==> config.mk <==
export PLATFORM = sky130hd
export DESIGN_NAME = lcd_write_arbiter
export DESIGN_NICKNAME = d
export VERILOG_FILES = /design/src/rtl/lcd_write_arbiter.sv
export SDC_FILE = /design/constraint.sdc
export NUM_CORES = 1
export LEC_CHECK = 0
export CAP_MARGIN = 25
export CORE_UTILIZATION = 52
export CTS_BUF_LIST = sky130_fd_sc_hd__clkbuf_4 sky130_fd_sc_hd__clkbuf_8
export CTS_CLUSTER_DIAMETER = 120
export DETAILED_ROUTE_END_ITERATION = 6
export PLACE_DENSITY_LB_ADDON = 0.05
export SYNTH_ARGS = -nofsm -noshare
export SYNTH_HDL_FRONTEND = slang
export SYNTH_SLANG_ARGS = --single-unit
==> constraint.sdc <==
create_clock -name sys_clk -period 2.6 [get_ports sys_clk]
set_input_delay 0.52 -clock sys_clk [delete_from_list [all_inputs] [get_ports sys_clk]]
set_output_delay 0.52 -clock sys_clk [all_outputs]
set_load 0.02 [all_outputs]
==> src/rtl/lcd_write_arbiter.sv <==
// lcd_write_arbiter: round-robin arbiter that shares one SPI word writer
// between several LCD content generators. A granted channel keeps the writer
// for its whole burst (until it flags ch_last), every word is acknowledged
// back to its source, and a watchdog drops words the writer never finishes.
// Channel 0 is the panel-init channel and is the only one served while
// init_done is low.
module lcd_write_arbiter #(
  parameter int NUM_CH  = 3,
  parameter int DATA_W  = 9,
  parameter int TIMEOUT = 4096,
  parameter int CNT_W   = 13
) (
  input  logic                     sys_clk,
  input  logic                     sys_rst,
  input  logic                     init_done,
  input  logic [NUM_CH-1:0]        ch_valid,
  input  logic [NUM_CH-1:0]        ch_last,
  input  logic [NUM_CH*DATA_W-1:0] ch_data,
  output logic [NUM_CH-1:0]        ch_ack,
  output logic [DATA_W-1:0]        data,
  output logic                     en_write,
  input  logic                     wr_done,
  output logic                     busy,
  output logic [2:0]               grant_id,
  output logic                     timeout_err
);

  localparam logic [1:0] S_IDLE  = 2'd0;
  localparam logic [1:0] S_ISSUE = 2'd1;
  localparam logic [1:0] S_WAIT  = 2'd2;
  localparam logic [1:0] S_ACK   = 2'd3;

  logic [1:0]        state;
  logic [2:0]        rr_ptr;
  logic [CNT_W-1:0]  watchdog;
  logic              burst_end;

  logic [7:0]        elig;
  logic              pick_found;
  logic [2:0]        pick_idx;
  logic [3:0]        cand;

  logic [DATA_W-1:0] sel_data;
  logic              sel_last;
  logic              sel_valid;
  logic [NUM_CH-1:0] ack_onehot;
  logic [2:0]        next_ptr;
  logic              wd_expired;
  logic              release_grant;

  // Without init_done only the init channel may compete; otherwise anyone asking.
  assign elig = init_done ? 8'(ch_valid) : {7'd0, ch_valid[0]};

  // Round-robin search: first eligible channel at or after rr_ptr, wrapping at NUM_CH.
  always_comb begin
    pick_found = 1'b0;
    pick_idx   = 3'd0;
    cand       = 4'd0;
    for (int k = 0; k < NUM_CH; k++) begin
      cand = {1'b0, rr_ptr} + 4'(k);
      if (cand >= 4'(NUM_CH)) begin
        cand = cand - 4'(NUM_CH);
      end
      if (!pick_found && elig[cand[2:0]]) begin
        pick_found = 1'b1;
        pick_idx   = cand[2:0];
      end
    end
  end

  // Route the granted channel's word, flags and ack line.
  always_comb begin
    sel_data   = '0;
    sel_last   = 1'b0;
    sel_valid  = 1'b0;
    ack_onehot = '0;
    for (int i = 0; i < NUM_CH; i++) begin
      if (grant_id == 3'(i)) begin
        sel_data      = ch_data[i*DATA_W +: DATA_W];
        sel_last      = ch_last[i];
        sel_valid     = ch_valid[i];
        ack_onehot[i] = 1'b1;
      end
    end
  end

  assign next_ptr      = (grant_id == 3'(NUM_CH - 1)) ? 3'd0 : grant_id + 3'd1;
  assign wd_expired    = (watchdog == CNT_W'(TIMEOUT - 1));
  // A re-init request ends any non-init burst at the next word boundary.
  assign release_grant = burst_end || (!init_done && grant_id != 3'd0);

  // Main arbitration FSM: grant, issue one word, wait for completion, ack, repeat.
  always_ff @(posedge sys_clk) begin
    if (sys_rst) begin
      state       <= S_IDLE;
      ch_ack      <= '0;
      data        <= '0;
      en_write    <= 1'b0;
      busy        <= 1'b0;
      grant_id    <= 3'd0;
      timeout_err <= 1'b0;
      rr_ptr      <= 3'd0;
      watchdog    <= '0;
      burst_end   <= 1'b0;
    end else begin
      en_write <= 1'b0;
      ch_ack   <= '0;
      case (state)
        S_IDLE: begin
          if (pick_found) begin
            grant_id <= pick_idx;
            busy     <= 1'b1;
            state    <= S_ISSUE;
          end else begin
            busy <= 1'b0;
          end
        end
        S_ISSUE: begin
          data     <= sel_data;
          en_write <= 1'b1;
          watchdog <= '0;
          state    <= S_WAIT;
        end
        S_WAIT: begin
          watchdog <= watchdog + 1'b1;
          if (wr_done) begin
            ch_ack    <= ack_onehot;
            burst_end <= sel_last;
            state     <= S_ACK;
          end else if (wd_expired) begin
            timeout_err <= 1'b1;
            ch_ack      <= ack_onehot;
            burst_end   <= 1'b1;
            state       <= S_ACK;
          end
        end
        S_ACK: begin
          if (release_grant) begin
            rr_ptr    <= next_ptr;
            busy      <= 1'b0;
            burst_end <= 1'b0;
            state     <= S_IDLE;
          end else if (sel_valid) begin
            state <= S_ISSUE;
          end
        end
        default: begin
          state <= S_IDLE;
        end
      endcase
    end
  end

endmodule

# Word level (Yosys, flattened, before mapping)
# Index checks and enable logic that the tools add are counted.
# word_totals
ff_bits	37
input_bits	37
output_inout_bits	18
elab_cells	100
# op_classes
addsub	7
magnitude_cmp	6
eq_ne	10
n_mux	45
bitwise	2
n_reduce_logical	20
# ops
op	count
2-to-1 mux 3 bit	10
2-to-1 mux 9 bit	3
case mux 13 bit (2 select lines)	1
2-to-1 mux 1 bit	20
adder 13 x 1 -> 13 bit, second input constant	1
equality test 13 x 12 -> 1 bit, second input constant	1
< comparator 3 x 4 -> 1 bit, second input constant	3
2-to-1 mux 2 bit	5
binary-select mux 1 bit (select 3 bit)	3
AND reduction 3 bit	3
subtractor 3 x 2 -> 3 bit, second input constant	3
>= comparator 4 x 2 -> 1 bit, second input constant	2
case mux 2 bit (4 select lines)	1
inequality test 3 bit, second input constant	2
AND reduction 2 bit	3
nonzero test 2 bit	3
adder 3 x 1 -> 4 bit, second input constant	1
adder 3 x 2 -> 4 bit, second input constant	1
equality test 2 bit, second input constant	2
inequality test 2 bit, second input constant	2
case mux 1 bit (2 select lines)	2
adder 3 x 1 -> 3 bit, second input constant	1
equality test 3 x 1 -> 1 bit, second input constant	1
equality test 3 x 2 -> 1 bit, second input constant	1
10 further kinds	15

# Longest topological paths before layout
# Gate-level depths: netlist (run 1).
# logic_depth
word_depth	13
mapped_depth	10
mapped_depth_nobuf	9

# Worst setup path before layout (run 1)
# OpenSTA, ideal clock, no wires.
# synth_path
path_type	register -> register
startpoint	register rr_ptr[1]
endpoint	register grant_id[0]
setup_time_ns	0.071
t_arrival_ns	2.328
t_required_ns	2.529
slack_ns	0.202
stages_incl_launch_ff	10
path_buffers	1
synth_period_minus_slack_ns	2.398
path_cell_list	dfxtp_1 inv_1 ha_1 clkbuf_1 nor2_1 a21oi_1 nand4_1 a31oi_4 or3b_1 a21oi_1
# synth_between
elab_chain_cells	12
word_cells_on_any_way	28
classes_between	5 x add/sub; 3 x order compare; 15 x mux; 5 x reduce/logical
# synth_rtl
element	line_no	source
from (decl)	34	logic [2:0] rr_ptr;
from (signal assigned)	139	rr_ptr <= next_ptr;
branches (longest 12 deep; another with adder 3 x 1 -> 4 bit)	--	
to (signal assigned)	111	grant_id <= pick_idx;
to (decl)	24	output logic [2:0] grant_id,
# Parallel ways; which one is timed is not known. The select of a mux whose other input is x is not followed.
# A chain may end at the register's enable or synchronous reset.

# Worst setup path after layout (run 1)
# layout_path
startpoint	register rr_ptr[0]
endpoint	register state[1]
# layout_between
elab_chain_cells	13
word_cells_on_any_way	26
classes_between	5 x add/sub; 3 x order compare; 1 x eq/ne; 12 x mux; 5 x reduce/logical
# layout_rtl
element	line_no	source
branches (longest 10 deep; another with adder 3 x 1 -> 4 bit)	--	
2-to-1 mux 1 bit *	64	if (!pick_found && elig[cand[2:0]]) begin
inequality test 2 bit (no line) *	--	
AND reduction 3 bit (no line) *	--	
to (signal assigned)	95	state <= S_IDLE;
to (signal assigned)	113	state <= S_ISSUE;
to (signal assigned)	122	state <= S_WAIT;
to (decl)	33	logic [1:0] state;
# Mark *: on every way between the ends. The select of a mux whose other input is x is not followed.

==> impl_metrics.json, run 1 <==
{
  "dr.pass1.iters": 4,
  "avgRoutedWirePerCell_um": 13.6,
  "diodes": 0,
  "hold_ws_ps": 467,
  "wl_met3_um": 335,
  "postPlaceCellArea_sq_um": 3000,
  "io_pins": 55,
  "cp_num_buf_inv": 0,
  "vias": 2227,
  "clock_sinks": 37,
  "cts_buffers": 5,
  "dieArea_sq_um": 4720,
  "final_nets": 402,
  "stdcell_count": 404,
  "hold_viol_final": 0,
  "nFillCells": 325,
  "synth_top_area_cell": "dfxtp_1",
  "synth.area.top_cells": "dfxtp_1 32%, ha_1 6.5%, nor2_1 6.2%, mux2i_1 6.1%, a21oi_1 4.1%",
  "grt.overflow.total": 0,
  "clock_latency_ps": 290,
  "grt_pass1_wl_um": 8900,
  "drive_above_1_share_pct": 11.0,
  "muxShareOfSynthArea_pct": 6.06,
  "path_max_fanout": 4,
  "worstMarginPinSlew_ps": 665,
  "end_kind": "flip-flop",
  "max_cap_violations": 0,
  "ant_nets": 0,
  "fmax_mhz": 401,
  "required_ps": 2780,
  "ys_types": 48,
  "dp.cells": 395,
  "yosys_warnings": 0,
  "synth-seq-area-share_pct": 32.0,
  "drtIter0Drc": 113,
  "die_y_um": 68.7,
  "port-buffer-count": 54,
  "crit_family": "simple AND/OR/NAND/NOR gates",
  "ys_seq_elements": 37,
  "synth_top_family_by_area": "simple AND/OR/NAND/NOR gates",
  "setup_viol": 0,
  "synth_adder_area_share_pct": 6.49,
  "worst_path_max_delay_cell": "or4b_4",
  "p_leak_nw": 1.18,
  "highest_layer": "met4",
  "path_cells": "ha_1 -> ha_1 -> or4b_4 -> a221oi_4 -> nor2_2 -> a41oi_1 -> mux2i_1 -> nor2_1",
  "die_x_um": 68.7,
  "synth_most_common_cell": "nor2_1",
  "critPathKind": "reg -> reg",
  "clk_pin_slew_ps": 80,
  "drt-met1-wl_um": 2470,
  "antenna_found_initial": 0,
  "synth_nets": 336,
  "dp_hpwl_um": 4090,
  "htreeDepth": 2,
  "start_kind": "flip-flop",
  "skew_ps": 4.25,
  "first_global_vias": 2091,
  "layout_min_cycle_time_ps": 2490,
  "slew_headroom_pct": 55.6,
  "min_path_type": "reg -> reg",
  "grtUsageTotal_pct": 25.3,
  "syn_area_per_cell_sq_um": 8.06,
  "cts_max_path_buffers": 2,
  "gp_congestion": 0.911,
  "synth-async-reset-ratio_pct": 0,
  "fin_util_pct": 76.1,
  "power_mw": 2.16,
  "cp_common_cell": "ha_1",
  "p_per_area_nw_per_um2": 685,
  "arrival_ps": 2670,
  "yosys.area_share.simple_pct": 27.2,
  "min_period_over_period_pct": 95.9,
  "syn_area_sq_um": 2310,
  "synthCells": 287,
  "grt_max_degree": 19,
  "finalSetupTns_ps": 0,
  "drc": 0,
  "synth-edff-count": 0,
  "initial_utilization_pct": 55.8,
  "max_stage_delay_ps": 530,
  "synth_common_cells": "38 x nor2_1, 37 x dfxtp_1, 23 x nand2_1",
  "ys.flop_type": "dfxtp_1",
  "ctsRootBufferMaster": "clkbuf_8",
  "final_area_sq_um": 3150,
  "drv_slew": 0,
  "wl_met2_um": 2620,
  "pre_cts_slack_ps": -75.5,
  "via_per_inst": 5.51,
  "ir_drop_uv": 332,
  "synth_xor_area_share_pct": 6.44,
  "setup_slack_ps": 107,
  "coreArea_sq_um": 4140,
  "synth_compound_area_share_pct": 17.7,
  "netlist.area_leader.share_pct": 32.0,
  "status": "completed",
  "syn2layout_area_growth_pct": 36.3,
  "wirelength_um": 5510,
  "rows": 23,
  "cts_tree": "done"
}
-- registers in the layout (all words and copies together), names as in the netlist --
signal,flops
rr_ptr,3
timeout_err,1
ch_ack,3
burst_end,1
state,2
busy,1
en_write,1
watchdog,13
grant_id,3
data,9
-- cells in the final DEF, fill, tap and decap left out, types with 8 or more instances in the layout --
cell             Yosys  routed
nor2b_1             15      15
mux2i_1             14      14
xor2_1              10      10
o21ai_0             15      15
dfxtp_1             37      36
clkdlybuf4s50_1      0      54
ha_1                12      11
nor2_1              38      38
nand2_1             23      23
nor3_1               8       8
buf_4                2      20
a21oi_1             19      19
-- where the power goes --
part / total, mW / internal, mW / switching, mW
clock network: 0.523 / 0.312 / 0.211
logic: 0.926 / 0.435 / 0.491
registers: 0.710 / 0.647 / 0.0635
total: 2.16 / 1.39 / 0.766
-- final timing paths --
path | start | endpoint | slack, ps | depth (start not counted)
worst max-delay path | rr_ptr[0] | state[1] | 110 | 8
worst min-delay path | timeout_err | timeout_err | 470 | 2
worst max register to register | rr_ptr[0] | state[1] | 110 | 8
worst min register to register | timeout_err | timeout_err | 470 | 2
-- what timing repair did --
item / in CTS / in global routing
hold endpoints to repair: 0 / 0
hold buffers: 0 / 0
gates resized for setup: 0 / 6
setup buffers: 0 / 1
endpoints found under the setup margin: 0 / 4
-- routing by layer --
| layer | vias up | GRT usage, % |
|---|---|---|
| li1 | 1135 | - |
| met1 | 1019 | 29.4 |
| met2 | 64 | 44.4 |
| met3 | 9 | 6.74 |
| met4 | 0 | 8.85 |
| met5 | - | 0 |
-- cell families after synthesis --
kind of cell             after synthesis
AO/OA/AOI/OAI                         62
XOR/XNOR                              17
adder cells (fa/ha/maj)               12
buffers and inverters                 23
flip-flops                            37
multiplexers                          14
AND/OR/NAND/NOR                      122
-- area by class of cell --
cell class / count / area (sq um) / share of cell area [%]
Clock buffer: 6 / 82.6 / 2.62
Clock inverter: 2 / 37.5 / 1.19
Inverter: 7 / 26.3 / 0.834
Multi-Input combinational cell: 227 / 1500 / 47.6
Sequential cell: 37 / 742 / 23.5
Tap cell: 50 / 62.6 / 1.98
Timing Repair Buffer: 75 / 702 / 22.3
-- worst register-to-register path, stage by stage, from the launching register on --
cell and delay, ps:
dfxtp_1 350, ha_1 210, ha_1 230, or4b_4 530, a221oi_4 310, nor2_2 100
a41oi_1 330, mux2i_1 260, nor2_1 70
(Power assumes the default switching activity.)
==> run 2, diff against run 1 <==
--- a/config.mk
+++ b/config.mk
@@ -6,10 +6,11 @@
 export NUM_CORES = 1
 export LEC_CHECK = 0
 export CAP_MARGIN = 25
-export CORE_UTILIZATION = 52
+export CORE_UTILIZATION = 60
 export CTS_BUF_LIST = sky130_fd_sc_hd__clkbuf_4 sky130_fd_sc_hd__clkbuf_8
 export CTS_CLUSTER_DIAMETER = 120
 export DETAILED_ROUTE_END_ITERATION = 6
+export DONT_BUFFER_PORTS = 1
 export PLACE_DENSITY_LB_ADDON = 0.05
 export SYNTH_ARGS = -nofsm -noshare
 export SYNTH_HDL_FRONTEND = slang
==> impl_metrics.json, run 2 (synthesized netlist as in run 1, its figures left out) <==
{
  "status": "completed",
  "p_per_area_nw_per_um2": 751,
  "slew_headroom_pct": 60.3,
  "ir_drop_uv": 514,
  "layout_min_cycle_time_ps": 2510,
  "final_cell_mix": "38 x nor2_1, 34 x dfxtp_1, 23 x nand2_1",
  "largest-register": "watchdog",
  "setup_slack_ps": 93.7,
  "clkPwrFrac_pct": 24.2,
  "wirelength_um": 4850,
  "coreArea_sq_um": 3690,
  "pre_cts_slack_ps": 93.2,
  "antenna_found_initial": 0,
  "grtUsageTotal_pct": 25.1,
  "arrival_ps": 2730,
  "start_kind": "flip-flop",
  "end_kind": "flip-flop",
  "skew_ps": 7.51,
  "clk_pin_slew_ps": 80,
  "power_frac_comb_pct": 35.2,
  "cts_buffers": 5,
  "layout_commonest_cell": "nor2_1",
  "intPower_mw": 1.18,
  "multi_input_area_sq_um": 1500,
  "cts_hold_buf": 0,
  "clock_sinks": 37,
  "largest_register_ffs": 13,
  "required_ps": 2820,
  "diodes": 0,
  "path_max_fanout": 5,
  "clock_latency_ps": 290,
  "ctsRootBufferMaster": "clkbuf_8",
  "nFillCells": 332,
  "worstMarginPinSlew_ps": 594,
  "max_cap_violations": 0,
  "ant_nets": 0,
  "grt_pass1_wl_um": 8090,
  "max_stage_delay_ps": 560,
  "cts_tree": "done",
  "hold_viol_final": 0,
  "path_cells": "buf_4 -> ha_1 -> or4b_4 -> a221oi_4 -> nor2_2 -> a31oi_4 -> or3b_1 -> a21oi_1",
  "power_frac_seq_pct": 40.6,
  "crit_family": "simple AND/OR/NAND/NOR gates",
  "via_per_inst": 5.88,
  "drc": 0,
  "syn2layout_area_growth_pct": 8.87,
  "fmax_mhz": 399,
  "gp_congestion": 0.835,
  "dieArea_sq_um": 4110,
  "avgRoutedWirePerCell_um": 14.3,
  "vias": 1988,
  "critPathKind": "reg -> reg",
  "grt.overflow.total": 0,
  "p_leak_nw": 0.933,
  "worst_path_max_delay_cell": "or4b_4",
  "port-buffer-count": 0,
  "dp_hpwl_um": 3460,
  "die_x_um": 64.1,
  "htreeDepth": 2,
  "final_nets": 338,
  "cp_num_buf_inv": 1,
  "cts_max_path_buffers": 2,
  "io_pins": 55,
  "net-switching-power_mw": 0.711,
  "setup_viol": 0,
  "min_period_over_period_pct": 96.4,
  "grt_max_degree": 25,
  "finalSetupTns_ps": 0,
  "die_y_um": 64.1,
  "first_global_vias": 1785,
  "rsz0062_at_grt": "no",
  "rows": 22,
  "drive_above_1_share_pct": 11.0,
  "p_sw_share_pct": 37.6,
  "drv_slew": 0,
  "drtIter0Drc": 124,
  "reg.largest.list": "watchdog x13, data x9",
  "initial_utilization_pct": 62.7,
  "ff_latch_area_sq_um": 744,
  "dr.pass1.iters": 4,
  "min_path_type": "in -> reg"
}
run 2: cell count changes in the layout (fill, tap and decap cells not counted), moves of 2 or more:
cell / change
clkdlybuf4s50_1: -54
dfxtp_2: +2
buf_4: -9
dfxtp_1: -2
run 2: per-layer routing:
metal | global-route usage (%) | vias to the layer above | share of wire [%]
met5 | 0 | - | 0
met4 | 6.82 | 0 | 0.64
met3 | 5.89 | 2 | 5.5
met2 | 40.7 | 58 | 46
met1 | 33.2 | 919 | 48
li1 | - | 1009 | -
run 2: path summary, 6_finish.rpt:
kind              startpoint           to  slack (ps)  cells past startpoint
setup reg to reg   rr_ptr[1]  grant_id[0]          90                      8
hold / removal       sys_rst    rr_ptr[2]         300                      1
setup / recovery   rr_ptr[1]  grant_id[0]          90                      8
hold reg to reg    burst_end    burst_end         470                      2
run 2: final cells by class:
cell class                      instances  area share, %
Timing Repair Buffer                   11           3.28
Sequential cell                        37           29.6
Multi-Input combinational cell        227           59.5
Clock inverter                          1          0.348
Tap cell                               48           2.39
Inverter                                7           1.04
Clock buffer                            7           3.83
run 2: repair_timing:
action / 4_1_cts / 5_1_grt
resized for setup: 0 / 8
buffers inserted: 0 / 2
endpoints found under the setup margin: 0 / 4
run 2: through the flow:
step                      area (sq um)  power, mW  cells  hold slack, ps  util (%)
after floorplan                   2310       1.30    287             440         -
after global placement            2370       1.42    328             448      64.3
after detailed placement          2370       1.43    328             462      64.3
after CTS                         2480       1.88    336             292      67.2
after global routing              2520       2.03    338             281      68.2
final                             2520       1.89    338             295      68.2
run 2: power by group through the flow:
| stage | sequential [mW] | clock (mW) | combinational, mW |
|---|---|---|---|
| after floorplan | 0.764 | 0 | 0.537 |
| after global placement | 0.779 | 0 | 0.637 |
| after detailed placement | 0.778 | 0 | 0.649 |
| after CTS | 0.767 | 0.464 | 0.652 |
| after global routing | 0.780 | 0.497 | 0.749 |
| final | 0.768 | 0.457 | 0.665 |
==> run 3, diff against run 2 <==
--- a/config.mk
+++ b/config.mk
@@ -5,6 +5,7 @@
 export SDC_FILE = /design/constraint.sdc
 export NUM_CORES = 1
 export LEC_CHECK = 0
+export ABC_AREA = 0
 export CAP_MARGIN = 25
 export CORE_UTILIZATION = 60
 export CTS_BUF_LIST = sky130_fd_sc_hd__clkbuf_4 sky130_fd_sc_hd__clkbuf_8
==> results of run 3 <==
Final layout, timing and power as in run 2 (identical DEF).
